--- src/rtl/end_module.sv ---
// end_module: element-wise vector adder.
// Streams vector A then vector B on n, one word per clock, accumulates
// S[i] = A[i] + B[i] (modulo 2^WIDTH) in an N-entry storage array, then
// presents S[0..N-1] on s with ack high for exactly N consecutive cycles.
module end_module #(
    parameter int WIDTH = 8,
    parameter int N     = 5
) (
    input  logic             Clk,
    input  logic             Rst,
    input  logic             start,
    input  logic [WIDTH-1:0] n,
    output logic [WIDTH-1:0] s,
    output logic             ack
);

    localparam int IDXW = (N > 1) ? $clog2(N) : 1;
    localparam logic [IDXW-1:0] IDX_ZERO = IDXW'(0);
    localparam logic [IDXW-1:0] IDX_ONE  = IDXW'(1);
    localparam logic [IDXW-1:0] LAST_IDX = IDXW'(N - 1);

    typedef enum logic [1:0] {
        ST_IDLE   = 2'd0,
        ST_LOAD_A = 2'd1,
        ST_LOAD_B = 2'd2,
        ST_OUT    = 2'd3
    } state_t;

    state_t            state_q, state_d;
    logic [IDXW-1:0]   idx_q, idx_d;
    logic [WIDTH-1:0]  mem_q [N];
    logic [WIDTH-1:0]  s_q, s_d;
    logic              ack_q, ack_d;

    // Storage write port, driven by the output/datapath decode.
    logic              wr_en_s;
    logic [WIDTH-1:0]  wr_data_s;
    logic              last_s;

    // The index is 0 on entry to every phase, so idx_q also addresses A[0] in IDLE.
    assign last_s = (idx_q == LAST_IDX);

    // State and index register: async reset returns the FSM to IDLE, index 0.
    always_ff @(posedge Clk or posedge Rst) begin
        if (Rst) begin
            state_q <= ST_IDLE;
            idx_q   <= IDX_ZERO;
        end else begin
            state_q <= state_d;
            idx_q   <= idx_d;
        end
    end

    // Next-state and index sequencing through IDLE -> LOAD_A -> LOAD_B -> OUT.
    always_comb begin
        state_d = state_q;
        idx_d   = idx_q;
        case (state_q)
            ST_IDLE: begin
                if (start) begin
                    // A[0] is captured on this edge; a single-element vector skips LOAD_A.
                    if (last_s) begin
                        idx_d   = IDX_ZERO;
                        state_d = ST_LOAD_B;
                    end else begin
                        idx_d   = IDX_ONE;
                        state_d = ST_LOAD_A;
                    end
                end else begin
                    idx_d   = IDX_ZERO;
                    state_d = ST_IDLE;
                end
            end
            ST_LOAD_A: begin
                if (last_s) begin
                    idx_d   = IDX_ZERO;
                    state_d = ST_LOAD_B;
                end else begin
                    idx_d   = idx_q + IDX_ONE;
                    state_d = ST_LOAD_A;
                end
            end
            ST_LOAD_B: begin
                if (last_s) begin
                    idx_d   = IDX_ZERO;
                    state_d = ST_OUT;
                end else begin
                    idx_d   = idx_q + IDX_ONE;
                    state_d = ST_LOAD_B;
                end
            end
            ST_OUT: begin
                if (last_s) begin
                    idx_d   = IDX_ZERO;
                    state_d = ST_IDLE;
                end else begin
                    idx_d   = idx_q + IDX_ONE;
                    state_d = ST_OUT;
                end
            end
            default: begin
                idx_d   = IDX_ZERO;
                state_d = ST_IDLE;
            end
        endcase
    end

    // Output and storage decode: load A, accumulate B in place, stream sums out.
    always_comb begin
        wr_en_s   = 1'b0;
        wr_data_s = n;
        s_d       = s_q;
        ack_d     = 1'b0;
        case (state_q)
            ST_IDLE: begin
                if (start) begin
                    wr_en_s   = 1'b1;
                    wr_data_s = n;
                end else begin
                    wr_en_s   = 1'b0;
                    wr_data_s = n;
                end
            end
            ST_LOAD_A: begin
                // Overwriting every entry here clears any residue from the last frame.
                wr_en_s   = 1'b1;
                wr_data_s = n;
            end
            ST_LOAD_B: begin
                // Plain WIDTH-bit add: the carry is intentionally dropped.
                wr_en_s   = 1'b1;
                wr_data_s = mem_q[idx_q] + n;
            end
            ST_OUT: begin
                s_d   = mem_q[idx_q];
                ack_d = 1'b1;
            end
            default: begin
                wr_en_s = 1'b0;
                s_d     = s_q;
                ack_d   = 1'b0;
            end
        endcase
    end

    // Storage array: cleared by reset, written one entry per LOAD cycle.
    always_ff @(posedge Clk or posedge Rst) begin
        if (Rst) begin
            for (int i = 0; i < N; i++) begin
                mem_q[i] <= {WIDTH{1'b0}};
            end
        end else if (wr_en_s) begin
            mem_q[idx_q] <= wr_data_s;
        end else begin
            mem_q[idx_q] <= mem_q[idx_q];
        end
    end

    // Registered result word and handshake; s holds its value outside OUT.
    always_ff @(posedge Clk or posedge Rst) begin
        if (Rst) begin
            s_q   <= {WIDTH{1'b0}};
            ack_q <= 1'b0;
        end else begin
            s_q   <= s_d;
            ack_q <= ack_d;
        end
    end

    assign s   = s_q;
    assign ack = ack_q;

endmodule

--- config.mk ---
export PLATFORM = sky130hd
export DESIGN_NAME = end_module
export DESIGN_NICKNAME = d
export VERILOG_FILES = /design/src/rtl/end_module.sv
export SDC_FILE = /design/constraint.sdc
export NUM_CORES = 1
export LEC_CHECK = 0
export CAP_MARGIN = 0
export CORE_MARGIN = 2
export CORE_UTILIZATION = 60
export DETAILED_ROUTE_END_ITERATION = 12
export GPL_ROUTABILITY_DRIVEN = 0
export PLACE_DENSITY = 0.81
export SLEW_MARGIN = 10
export SYNTH_ARGS = -nofsm -noshare
export SYNTH_HDL_FRONTEND = slang
export SYNTH_SLANG_ARGS = --single-unit
--- constraint.sdc ---
create_clock -name Clk -period 5.4 [get_ports Clk]
set_input_delay 1.08 -clock Clk [delete_from_list [all_inputs] [get_ports Clk]]
set_output_delay 1.08 -clock Clk [all_outputs]
set_load 0.1 [all_outputs]
==> summary.md <==
| Metric | Value |
|---|---|
| CP max stage cell | dfrtp_1 |
| Synth area leaders | dfrtp_1, nand2_1, o21ai_1 |
| Seq/Total Area, Yosys | 0.455 |
| Clock skew | 7.02 ps |
| Post-route DRC | 0 |
| Slowest stage delay, CP | 830 ps |
| Yosys top cell area share | 0.455 |
| First-pass GRT wire length | 10200 um |
| Final worst-path cycle share | 0.663 |
| Hold Fails Final Rpt | 0 |
| Setup TNS | 0 ps |
| Gate Count Post-Synth | 311 |
| IO buf count | 19 |
| Die H | 74.4 um |
| Crit path top cell by count | a21oi_1 |
| Crit Path Max Fanout | 17 |
| Crit path buf inv count | 1 |
| CTS tree | built |
| Worst path depth | 11 |
| Die ar. | 5530 um^2 |
| Post-route ant nets | 0 |
| Clock sink count | 54 |
| RR Startpoint | idx_q[0] |
| Nets | 347 |
| Grt ovf | 0 |
| Number of gates resized after CTS | 0 |
| CTS Buffer Depth | 2 |
| Worst Setup SP | idx_q[0] |
| Wire per inst | 15.8 um |
| Slew at the pin closest to its max-slew limit | 968 ps |
| Via/cell ratio | 5.83 |
| Largest net degree at the start of global routing | 55 |
| Crit path DAT | 3760 ps |
| Yosys warns | 0 |
| Initial DRC count | 219 |
| Share of layout cells above drive strength 1 | 0.112 |
| Worst-skew pair later-pin latency | 310 ps |
| Vias in the first global route | 2163 |
| Post-CTS Setup Bufs | 0 |
| Row cnt | 25 |
| CP endpoint kind | register |
| CP endpoint | mem_q[28] |
| Kind of critical path | register to register |
| Reg2reg end | mem_q[28] |
| Tot GR Track Use | 0.246 |
| HPWL Detailed | 4280 um |
| Total Wirelength | 6140 um |
| Max-slew headroom | 0.353 |
| Fillers | 390 |
| Sequential cell area | 1350 um^2 |
| HP Class | register to register |
| Worst EP required | 5580 ps |
| Via Count | 2269 |
| Final setup viols | 0 |
| Status | completed |
| Clk pin slew, worst setup/hold paths | 100 ps |
| H-Tree Depth | 2 |
| P&R area growth vs syn | 9.69% |
| Syn Area/Cell | 9.55 um^2 |
| Initial antenna violation count | 0 |
| Core area | 4750 um^2 |
| Maxcap violations | 0 |
| Peak Freq | 279 MHz |
| Cts hold-fix bufs | 0 |
| Netlist cell types | 50 |
| Ports | 20 |
| Die W | 74.4 um |
| Period minus WS final | 3580 ps |
| Async S/R FF share, synth | 1.00 |
| Largest area contributor in the netlist | dfrtp_1 |
| Post-synth EDFFs | 0 |
| Top-count cell post-synth | nand2_1 |
| #FFs+latches synth | 54 |
| Initial DRT Pass Iterations | 4 |
| Syn Nets | 337 |
| CTS buffer count | 5 |
| Top cell family by delay on the critical path | compound AO/OA/AOI/OAI gates |
| Diodes inserted | 0 |
| Ys flop type | dfrtp_1 |
| Top cells by count, synth | nand2_1, dfrtp_1, o21ai_1 |
| RSZ-0062 raised after global routing | false |
| Pins Over Slew Limit | 0 |
| Critical Path Source Type | register |
| Initial Util | 0.625 |
| Root buffer cell | clkbuf_8 |
| Multi-input logic area | 1480 um^2 |
| CP Cell Sequence | mux4_2 -> a22oi_2 -> inv_2 -> ha_1 -> fa_1 -> a21o_1 -> a21oi_1 -> xnor2_1 -> a21oi_1 -> o21ai_2 -> o21ai_1 |
| Reg2Reg Setup Slack | 1820 ps |
| Mapped Area | 2970 um^2 |
| Worst r2r path cells | 11 |
==> final cells by class <==
class,count,area share
Sequential cell,54,0.415
Multi-Input combinational cell,225,0.453
Timing Repair Buffer,19,0.0584
Clock inverter,2,0.00384
Clock buffer,6,0.0253
Tap cell,67,0.0257
Inverter,16,0.0188
==> placed cells by master, fill, tap and decap left out, types with 6 or more instances in the layout <==
master / synthesis / layout
a21oi_1: 22 / 22
a22oi_1: 6 / 6
clkbuf_8: 0 / 6
clkdlybuf4s50_1: 0 / 19
dfrtp_1: 54 / 54
ha_1: 14 / 14
inv_1: 10 / 9
inv_2: 6 / 6
mux2i_1: 9 / 9
nand2_1: 56 / 56
nor2_1: 19 / 19
o21ai_1: 37 / 37
==> flip-flops by register name, indices dropped and copies added (netlist names) <==
register	flops
state_q	2
mem_q	40
ack	1
s	8
idx_q	3
==> logic make-up after synthesis <==
| group | count (synthesis) | share of synthesized area |
|---|---|---|
| and+or+nand+nor | 94 | 0.139 |
| xor gates and xnor gates | 3 | 0.00885 |
| adders and majority gates | 15 | 0.0657 |
| muxes | 16 | 0.0682 |
| DFF | 54 | 0.455 |
| buffers and inverters | 32 | 0.0480 |
| AOI/OAI and AO/OA | 97 | 0.215 |
==> metal layers <==
layer,vias up,wire length (um),global-route usage
met2,58,2830,0.381
met3,12,302,0.0474
met5,-,0,0
met4,0,91,0.0754
li1,1109,-,-
met1,1090,2920,0.353
==> worst register-to-register path: stages (launching register included) <==
cell and delay (ps):
dfrtp_1 830, mux4_2 600, a22oi_2 190, inv_2 70, ha_1 210, fa_1 410
a21o_1 170, a21oi_1 280, xnor2_1 170, a21oi_1 100, o21ai_2 290, o21ai_1 130
==> worst min-delay path by stage <==
stage	startpoint	to	slack (ps)	cells past startpoint
5_1_grt	mem_q[31]	mem_q[31]	520	2
6_report	mem_q[23]	mem_q[23]	490	2
3_5_place_dp	mem_q[23]	mem_q[23]	460	2
4_1_cts	mem_q[23]	mem_q[23]	490	2
2_1_floorplan	mem_q[31]	mem_q[31]	440	2
3_3_place_gp	mem_q[39]	mem_q[39]	460	2
==> metrics by stage <==
stage	worst slack [ps]	utilization	hold slack [ps]	std cells	cell area, um^2
4_1_cts	1860	0.685	486	389	3260
2_1_floorplan	2460	-	443	311	2970
3_5_place_dp	1890	0.665	465	381	3160
5_1_grt	1600	0.685	516	389	3260
6_report	1820	0.685	486	389	3260
3_3_place_gp	1960	0.665	457	381	3160
Power is left out: the tool's default activity adds up to more than one toggle a clock period on the data nets, which glitch-free logic cannot reach.
